[src/rtl/pixel_fetch.sv]
// pixel_fetch: turns display timing (de/hs/vs) into frame-RAM reads and an
// aligned RGB pixel stream. A window of IMG_W x IMG_H pixels starting at
// (X0, Y0) is read from RAM with a running address counter; everything else
// shows BORDER. Output latency is fixed at 3 clocks for pixel data and syncs.
//
// Optional feature: define PIXEL_FETCH_PALETTE_EN to treat mem_q as RGB332
// and expand it by bit replication; otherwise mem_q is shown as grayscale.
//
// Timing generator handshake: de/hs/vs carry no valid/ready handshake; every
// clock is one pixel slot, and the RAM answers each address exactly one clock
// after it is presented on mem_addr.
module pixel_fetch #(
  parameter int          IMG_W  = 400,
  parameter int          IMG_H  = 400,
  parameter int          X0     = 0,
  parameter int          Y0     = 0,
  parameter logic [23:0] BORDER = 24'h000000
) (
  input  logic        clk,
  input  logic        rst,
  input  logic        de,
  input  logic        hs,
  input  logic        vs,
  input  logic [7:0]  mem_q,
  output logic [17:0] mem_addr,
  output logic [23:0] pix_rgb,
  output logic        pix_de,
  output logic        pix_hs,
  output logic        pix_vs,
  output logic        frame_err
);

  localparam logic [31:0] X_LO     = 32'(X0);
  localparam logic [31:0] X_HI     = 32'(X0 + IMG_W);
  localparam logic [31:0] Y_LO     = 32'(Y0);
  localparam logic [31:0] Y_HI     = 32'(Y0 + IMG_H);
  localparam logic [17:0] ADDR_MAX = 18'(IMG_W * IMG_H - 1);

  typedef enum logic {
    SYNC_WAIT = 1'b0,
    RUN       = 1'b1
  } state_t;

  state_t      state;
  logic [31:0] x;
  logic [31:0] y;
  logic [17:0] cnt;       // address of the next in-window pixel
  logic        full;      // last window address has been issued this frame
  logic        de_d;
  logic        vs_d;

  // Stage 1 travels with mem_addr, stage 2 with the RAM read in flight.
  logic        de1, hs1, vs1, win1;
  logic        de2, hs2, vs2, win2;

  logic        vs_rise;
  logic        de_fall;
  logic        in_win;
  logic [31:0] lines_seen;
  logic        short_frame;
  logic [23:0] rgb_from_q;

  // Edge detection, window test and end-of-frame completeness check.
  always_comb begin
    vs_rise     = vs & ~vs_d;
    de_fall     = de_d & ~de;
    in_win      = (state == RUN) && de &&
                  (x >= X_LO) && (x < X_HI) &&
                  (y >= Y_LO) && (y < Y_HI);
    // A line that has started (de now or pixels already counted) counts as seen.
    lines_seen  = y + (((x != 32'd0) || de) ? 32'd1 : 32'd0);
    short_frame = !full && (lines_seen >= Y_HI);
  end

  // Pixel byte to colour conversion.
  always_comb begin
`ifdef PIXEL_FETCH_PALETTE_EN
    rgb_from_q = {mem_q[7:5], mem_q[7:5], mem_q[7:6],
                  mem_q[4:2], mem_q[4:2], mem_q[4:3],
                  mem_q[1:0], mem_q[1:0], mem_q[1:0], mem_q[1:0]};
`else
    rgb_from_q = {mem_q, mem_q, mem_q};
`endif
  end

  // Frame FSM with position counters, address counter and error flag.
  always_ff @(posedge clk or posedge rst) begin
    if (rst) begin
      state     <= SYNC_WAIT;
      x         <= '0;
      y         <= '0;
      cnt       <= '0;
      full      <= 1'b0;
      mem_addr  <= '0;
      frame_err <= 1'b0;
    end else if (vs_rise) begin
      // vs wins over a coincident de falling edge: everything restarts at 0.
      if (state == RUN && short_frame) frame_err <= 1'b1;
      state    <= RUN;
      x        <= '0;
      y        <= '0;
      cnt      <= '0;
      full     <= 1'b0;
      mem_addr <= '0;
    end else if (state == RUN) begin
      if (de_fall) begin
        x <= '0;
        y <= y + 32'd1;
      end else if (de) begin
        x <= x + 32'd1;
      end
      mem_addr <= cnt;
      if (in_win) begin
        // Saturate at the last window address; never wrap within a frame.
        if (cnt == ADDR_MAX) full <= 1'b1;
        else                 cnt  <= cnt + 18'd1;
      end
    end
  end

  // Sync history and the two flag stages that track the RAM read.
  always_ff @(posedge clk or posedge rst) begin
    if (rst) begin
      de_d <= 1'b0;
      vs_d <= 1'b0;
      de1  <= 1'b0;
      hs1  <= 1'b0;
      vs1  <= 1'b0;
      win1 <= 1'b0;
      de2  <= 1'b0;
      hs2  <= 1'b0;
      vs2  <= 1'b0;
      win2 <= 1'b0;
    end else begin
      de_d <= de;
      vs_d <= vs;
      de1  <= de;
      hs1  <= hs;
      vs1  <= vs;
      win1 <= in_win;
      de2  <= de1;
      hs2  <= hs1;
      vs2  <= vs1;
      win2 <= win1;
    end
  end

  // Output register: RAM colour inside the window, BORDER elsewhere.
  always_ff @(posedge clk or posedge rst) begin
    if (rst) begin
      pix_rgb <= BORDER;
      pix_de  <= 1'b0;
      pix_hs  <= 1'b0;
      pix_vs  <= 1'b0;
    end else begin
      pix_rgb <= win2 ? rgb_from_q : BORDER;
      pix_de  <= de2;
      pix_hs  <= hs2;
      pix_vs  <= vs2;
    end
  end

endmodule

[config.mk]
export PLATFORM = sky130hd
export DESIGN_NAME = pixel_fetch
export DESIGN_NICKNAME = d
export VERILOG_FILES = /design/src/rtl/pixel_fetch.sv
export SDC_FILE = /design/constraint.sdc
export NUM_CORES = 1
export LEC_CHECK = 0
export BUFFER_PORTS_ARGS = -buffer_cell sky130_fd_sc_hd__clkbuf_2
export CORE_UTILIZATION = 55
export DETAILED_ROUTE_END_ITERATION = 12
export GPL_ROUTABILITY_DRIVEN = 0
export PLACE_DENSITY = 0.83
export SLEW_MARGIN = 20
export SYNTH_ARGS = -nofsm -noshare
export SYNTH_HDL_FRONTEND = slang
export SYNTH_SLANG_ARGS = --single-unit
[constraint.sdc]
create_clock -name clk -period 7.04 [get_ports clk]
set_input_delay 0.352 -clock clk [delete_from_list [all_inputs] [get_ports clk]]
set_output_delay 0.352 -clock clk [all_outputs]
set_load 0.05 [all_outputs]
-- Yosys cells after proc, flatten, opt, wreduce, memory -nomap -nowiden
Cells that the tools add are included.
- $lt $le $gt $ge: 5
- multiplexer cells: 19
- multipliers: 0
- add/sub/neg operators: 4
- shift-type cells: 0
- equality and inequality tests: 2
- div/mod/pow operators: 0
- reduce and logical (&&, ||, !) cells: 20
- bitwise operators: 4
- operators by type and width (kind ; number):
    32-bit two-way mux ; 7
    18-bit two-way mux ; 6
    32-bit by 1-bit adder with 32-bit output, second input constant ; 2
    32-bit by 1-bit greater-or-equal comparator with 1-bit output, second input constant ; 2
    32-bit by 9-bit < comparator with 1-bit output, second input constant ; 2
    32-bit by 1-bit adder with 32-bit output ; 1
    32-bit by 9-bit greater-or-equal comparator with 1-bit output, second input constant ; 1
    32-bit nonzero test ; 1
    24-bit two-way mux ; 1
    18-bit by 1-bit adder with 18-bit output, second input constant ; 1
    18-bit == test, second input constant ; 1
    2-bit nonzero test ; 4
    1-bit logical AND ; 7
    2-bit AND reduction ; 3
    3-bit AND reduction ; 2
    1-bit two-way mux ; 5
    3-bit nonzero test ; 1
    1-bit AND ; 2
    2-bit inequality test, second input constant ; 1
    1-bit NOT ; 2
    1-bit logical NOT ; 1
    1-bit logical OR ; 1
- register bits: 138
- memories: 0
- latch bits: 0
- logic and storage cells: 73
- RAM bits: 0
- output and inout port bits: 46
- memory bits (read-only): 0
- input port bits: 13

-- Depth between registers and ports, before layout
- depth in word-level cells: 8
- depth in mapped cells: 14

-- Worst setup path after synthesis
OpenSTA, ideal clock, no wires.
- path kind: register to register
- from: reg x[26]
- to: reg frame_err
- path buffers: 1
- period minus slack after synthesis: 3.072 ns
- data arrival time: 2.936 ns
- library setup time: 0.136 ns
- stages on the path, launching flop included: 14
- data required time: 6.904 ns
- slack: 3.968 ns
- cells stage by stage: dfrtp_1 nor4_2 nand4_1 nor2_1 nand4_1 ha_1 ha_1 and3_1 clkbuf_1 a31o_1 a2111oi_0 o32ai_1 a2111oi_0 a31oi_1
- longest elaborated chain between the ends: 8
- ends and longest elaborated chain (item ; line ; source):
    start: declaration ; 45 ; logic [31:0] x;
    start signal: assignment ; 110 ; x <= x + 32'd1;
    32-bit nonzero test ; 71 ; lines_seen = y + (((x != 32'd0) || de) ? 32'd1 : 32'd0);
    1-bit logical OR ; 71 ;
    1-bit two-way mux ; 71 ;
    32-bit by 1-bit adder with 32-bit output ; 71 ;
    32-bit by 9-bit greater-or-equal comparator with 1-bit output ; 72 ; short_frame = !full && (lines_seen >= Y_HI);
    1-bit logical AND ; 72 ;
    1-bit logical AND ; 98 ; if (state == RUN && short_frame) frame_err <= 1'b1;
    2-bit AND reduction (no line) ; n/a ;
    end signal: assignment ; 95 ; frame_err <= 1'b0;
    end signal: assignment ; 98 ;
    end: declaration ; 30 ; output logic frame_err
Every way passes these cells.
A chain may end at the register's enable or synchronous reset.

-- Worst setup path in the final report
Same ends and word-level chain as after synthesis.

==> metrics.cfg <==
[cells_and_area]
nFillCells = 962
num_antenna_cells = 0
synthToLayoutAreaGrowth_pct = 10.6
drive_gt1_frac = 0.148
fin_nets = 751

[cts]
cts-root-buf = clkbuf_16
cts-buffers-inserted = 17
worstSkewPairLatency_ns = 0.42
htreeDepth = 4
postCtsResizedCells = 0
cts_setup_buffers = 0
cts_tree = yes
cts_hold_buf = 0
numClockSinks = 122
path_clk_slew_ns = 0.05
clk_path_buf_depth = 2

[timing]
slew_headroom = 0.364
setup_violations = 0
grt_setup_unrepaired = no
fin_crit_sh = 0.527
period_needed_ns = 3.71
slew_violations = 0
setup_ws_ns = 3.33
fin_setup_tns_ns = 0
finClkSkew_ns = 0.0110
finalHoldViolations = 0
tightest_slew_ns = 0.952
fmax_mhz = 269

[synthesis]
netlist_area_um2 = 6720
synth_top_family_by_area = simple AND/OR/NAND/NOR gates
synth_adder_area_share = 0.0112
yosysSeqAreaShare = 0.454
syn-num-nets = 733
synth.avg_cell_area_um2 = 9.41
yosysTopAreaCell = dfrtp_1
yosysUniqueCellTypes = 56
ys.flop_type = dfrtp_1
ys_warn_count = 0
synthArstFlopShare = 1.00
synthXorXnorAreaFrac = 0.0847
synth_edf_count = 0
ys_ff_latch = 122
synth-simple-area-share = 0.283
syn_inst = 714
synthTopCellsByArea = dfrtp_1 (45%), nor2_1 (5.7%), xor2_1 (4.6%)
synth_top_area_share = 0.454
synth_compound_area_frac = 0.0743
synth_mux_area_frac = 0.0328

[die]
coreArea_um2 = 12000
die_h_um = 113
die_area_um2 = 12700
start_util = 0.562
ios = 59
row_count = 40
die_w_um = 113

[placed_design]
port_buffers = 58
dp_hpwl_mm = 10.1
place_ws_ns = 3.45

[setup_path]
crit_path_end_kind = register
startpoint_type = register
cp_slowest_stage_delay_ns = 0.46
cp_top_family = compound AO/OA/AOI/OAI gates
crit_path_start = x[26]
crit_slowest_cell = a2111oi_0
r2r-start = x[26]
path_cells = nor4_2 -> nand4_1 -> nor2_1 -> nand4_1 -> ha_1 -> ha_1 -> and3_1 -> a31o_1 -> a2111oi_0 -> o32ai_1 -> a2111oi_0 -> a31oi_1
critPathRequiredTime_ns = 7.32
cp.buffers_inverters = 0
cp.arrival_ns = 3.99
path_class = register to register
path_max_fanout = 6

[global_route]
grt_util_all_layers = 0.253
overflow = 0
grt_max_degree = 74
antenna_found_initial = 0
grt_pass1_vias = 5279
grt_pass1_wl_mm = 25.4

[power]
p_per_area_nw_per_um2 = 233
p_int_mw = 1.30
p_seq_frac = 0.432
p_sw_uw = 427
clockPowerShare = 0.484
p_comb_frac = 0.084
ir_drop_mv = 0.126
switching_share = 0.247
leakage_nw = 3.41

[hold_path]
min_path_type = input port to register
hold_path.startpoint = hs

[drt]
routed_via_density = 6.16
drt-pass1-iter-count = 5
drc = 0
drtIter0Drc = 493
wl_per_cell_um = 16.8
vias = 5481
ant_nets = 0
postRouteWirelength_mm = 15.0

[flow_run]
max_cap_violations = 0

[run_status]
status = finished clean

worst reg2reg max path: stages, from the launching register on:
cell and delay, ns:
dfrtp_1 0.44, nor4_2 0.30, nand4_1 0.24, nor2_1 0.30, nand4_1 0.12, ha_1 0.26, ha_1 0.21, and3_1 0.25
a31o_1 0.24, a2111oi_0 0.46, o32ai_1 0.14, a2111oi_0 0.45, a31oi_1 0.15
power by group through the flow:
stage | Sequential [mW] | Combinational, mW | Clock (mW)
detailed placement | 0.760 | 0.146 | 0
global route | 0.752 | 0.161 | 0.882
finish | 0.748 | 0.145 | 0.838
CTS | 0.749 | 0.147 | 0.851
global placement | 0.758 | 0.142 | 0
floorplan | 0.785 | 0.0897 | 0
per-stage QoR:
stage               std cells  total power [mW]  hold slack, ns   util  cell area (µm²)
global placement          860             0.900           0.333  0.574             6870
floorplan                 714             0.874           0.331      -             6720
global route              890              1.80          0.0283  0.622             7440
finish                    890              1.73          0.0438  0.622             7440
detailed placement        860             0.906           0.341  0.574             6870
CTS                       890              1.75          0.0319  0.622             7440
final timing paths:
check | to | slack, ns | cells after the start
max reg2reg | frame_err | 3.33 | 12
min | hs1 | 0.04 | 1
max in group asynchronous | mem_addr[6] | 5.74 | 3
min reg2reg | win2 | 0.35 | 0
min in group asynchronous | pix_rgb[19] | 0.13 | 2
max | frame_err | 3.33 | 12
flip-flops by register name, summed over array words and instances (netlist names), 8 cells and up:
name	flops
x	32
y	32
cnt	18
mem_addr	18
pix_rgb	8
layout by cell type, fill, tap and decap left out, types with 5 or more instances in the layout:
cell type and n:
ha_1 6, a21oi_1 26, clkbuf_16 17, and4_1 13
nor4_1 12, o21ai_0 23, dfrtp_1 122, or3_1 24
inv_1 9, nand2_1 51, and3_1 15, xor2_1 35
nand4_1 33, nand3_1 30, mux2i_1 22, nor2_1 102
and2_1 19, nor3_1 16, xnor2_1 30, nor4_2 5
clkbuf_2 58
cells by family after synthesis:
group,after synthesis
flops,122
xor+xnor,65
fa+ha+maj,6
simple gates,348
mux,22
compound gates,79
buf+inv,72
cells in the mapped netlist, types with 2 or more instances:
master and count:
nor4b_1 2, nor2_1 102, xor2_1 35, and3_1 15
buf_1 5, nor4_4 3, a211oi_1 3, xnor2_1 30
a211o_1 2, nand2_1 51, a2111oi_0 2, nor3_1 16
dfrtp_1 122, clkbuf_1 13, or3_1 24, buf_4 17
a31oi_1 3, a22oi_1 3, o21ai_0 23, nor2b_1 5
nor4_2 5, mux2i_1 22, or2_2 2, a21oi_1 26
inv_1 10, nand4_2 4, buf_6 5, nand4_1 33
nor4_1 12, and2_1 19, or4_1 3, nand3_1 30
and4_1 13, a311oi_1 3, buf_2 22, nand2b_1 4
ha_1 6
metal layers:
| layer | up-vias | global-route usage | share of wire |
|---|---|---|---|
| li1 | 2539 | - | - |
| met1 | 2654 | 0.312 | 0.41 |
| met2 | 242 | 0.424 | 0.50 |
| met3 | 46 | 0.0578 | 0.063 |
| met4 | 0 | 0.116 | 0.026 |
| met5 | - | 0 | 0 |
layout make-up:
cell class	count	area (µm²)	share of cell area
multi-input combinational	520	3280	0.441
sequential	122	3050	0.411
clock buffer	23	478	0.0643
timing repair buffer	61	313	0.0421
tap	147	184	0.0247
clock inverter	7	92.6	0.0125
inverter	10	40.0	0.00538
(Power assumes the default switching activity.)
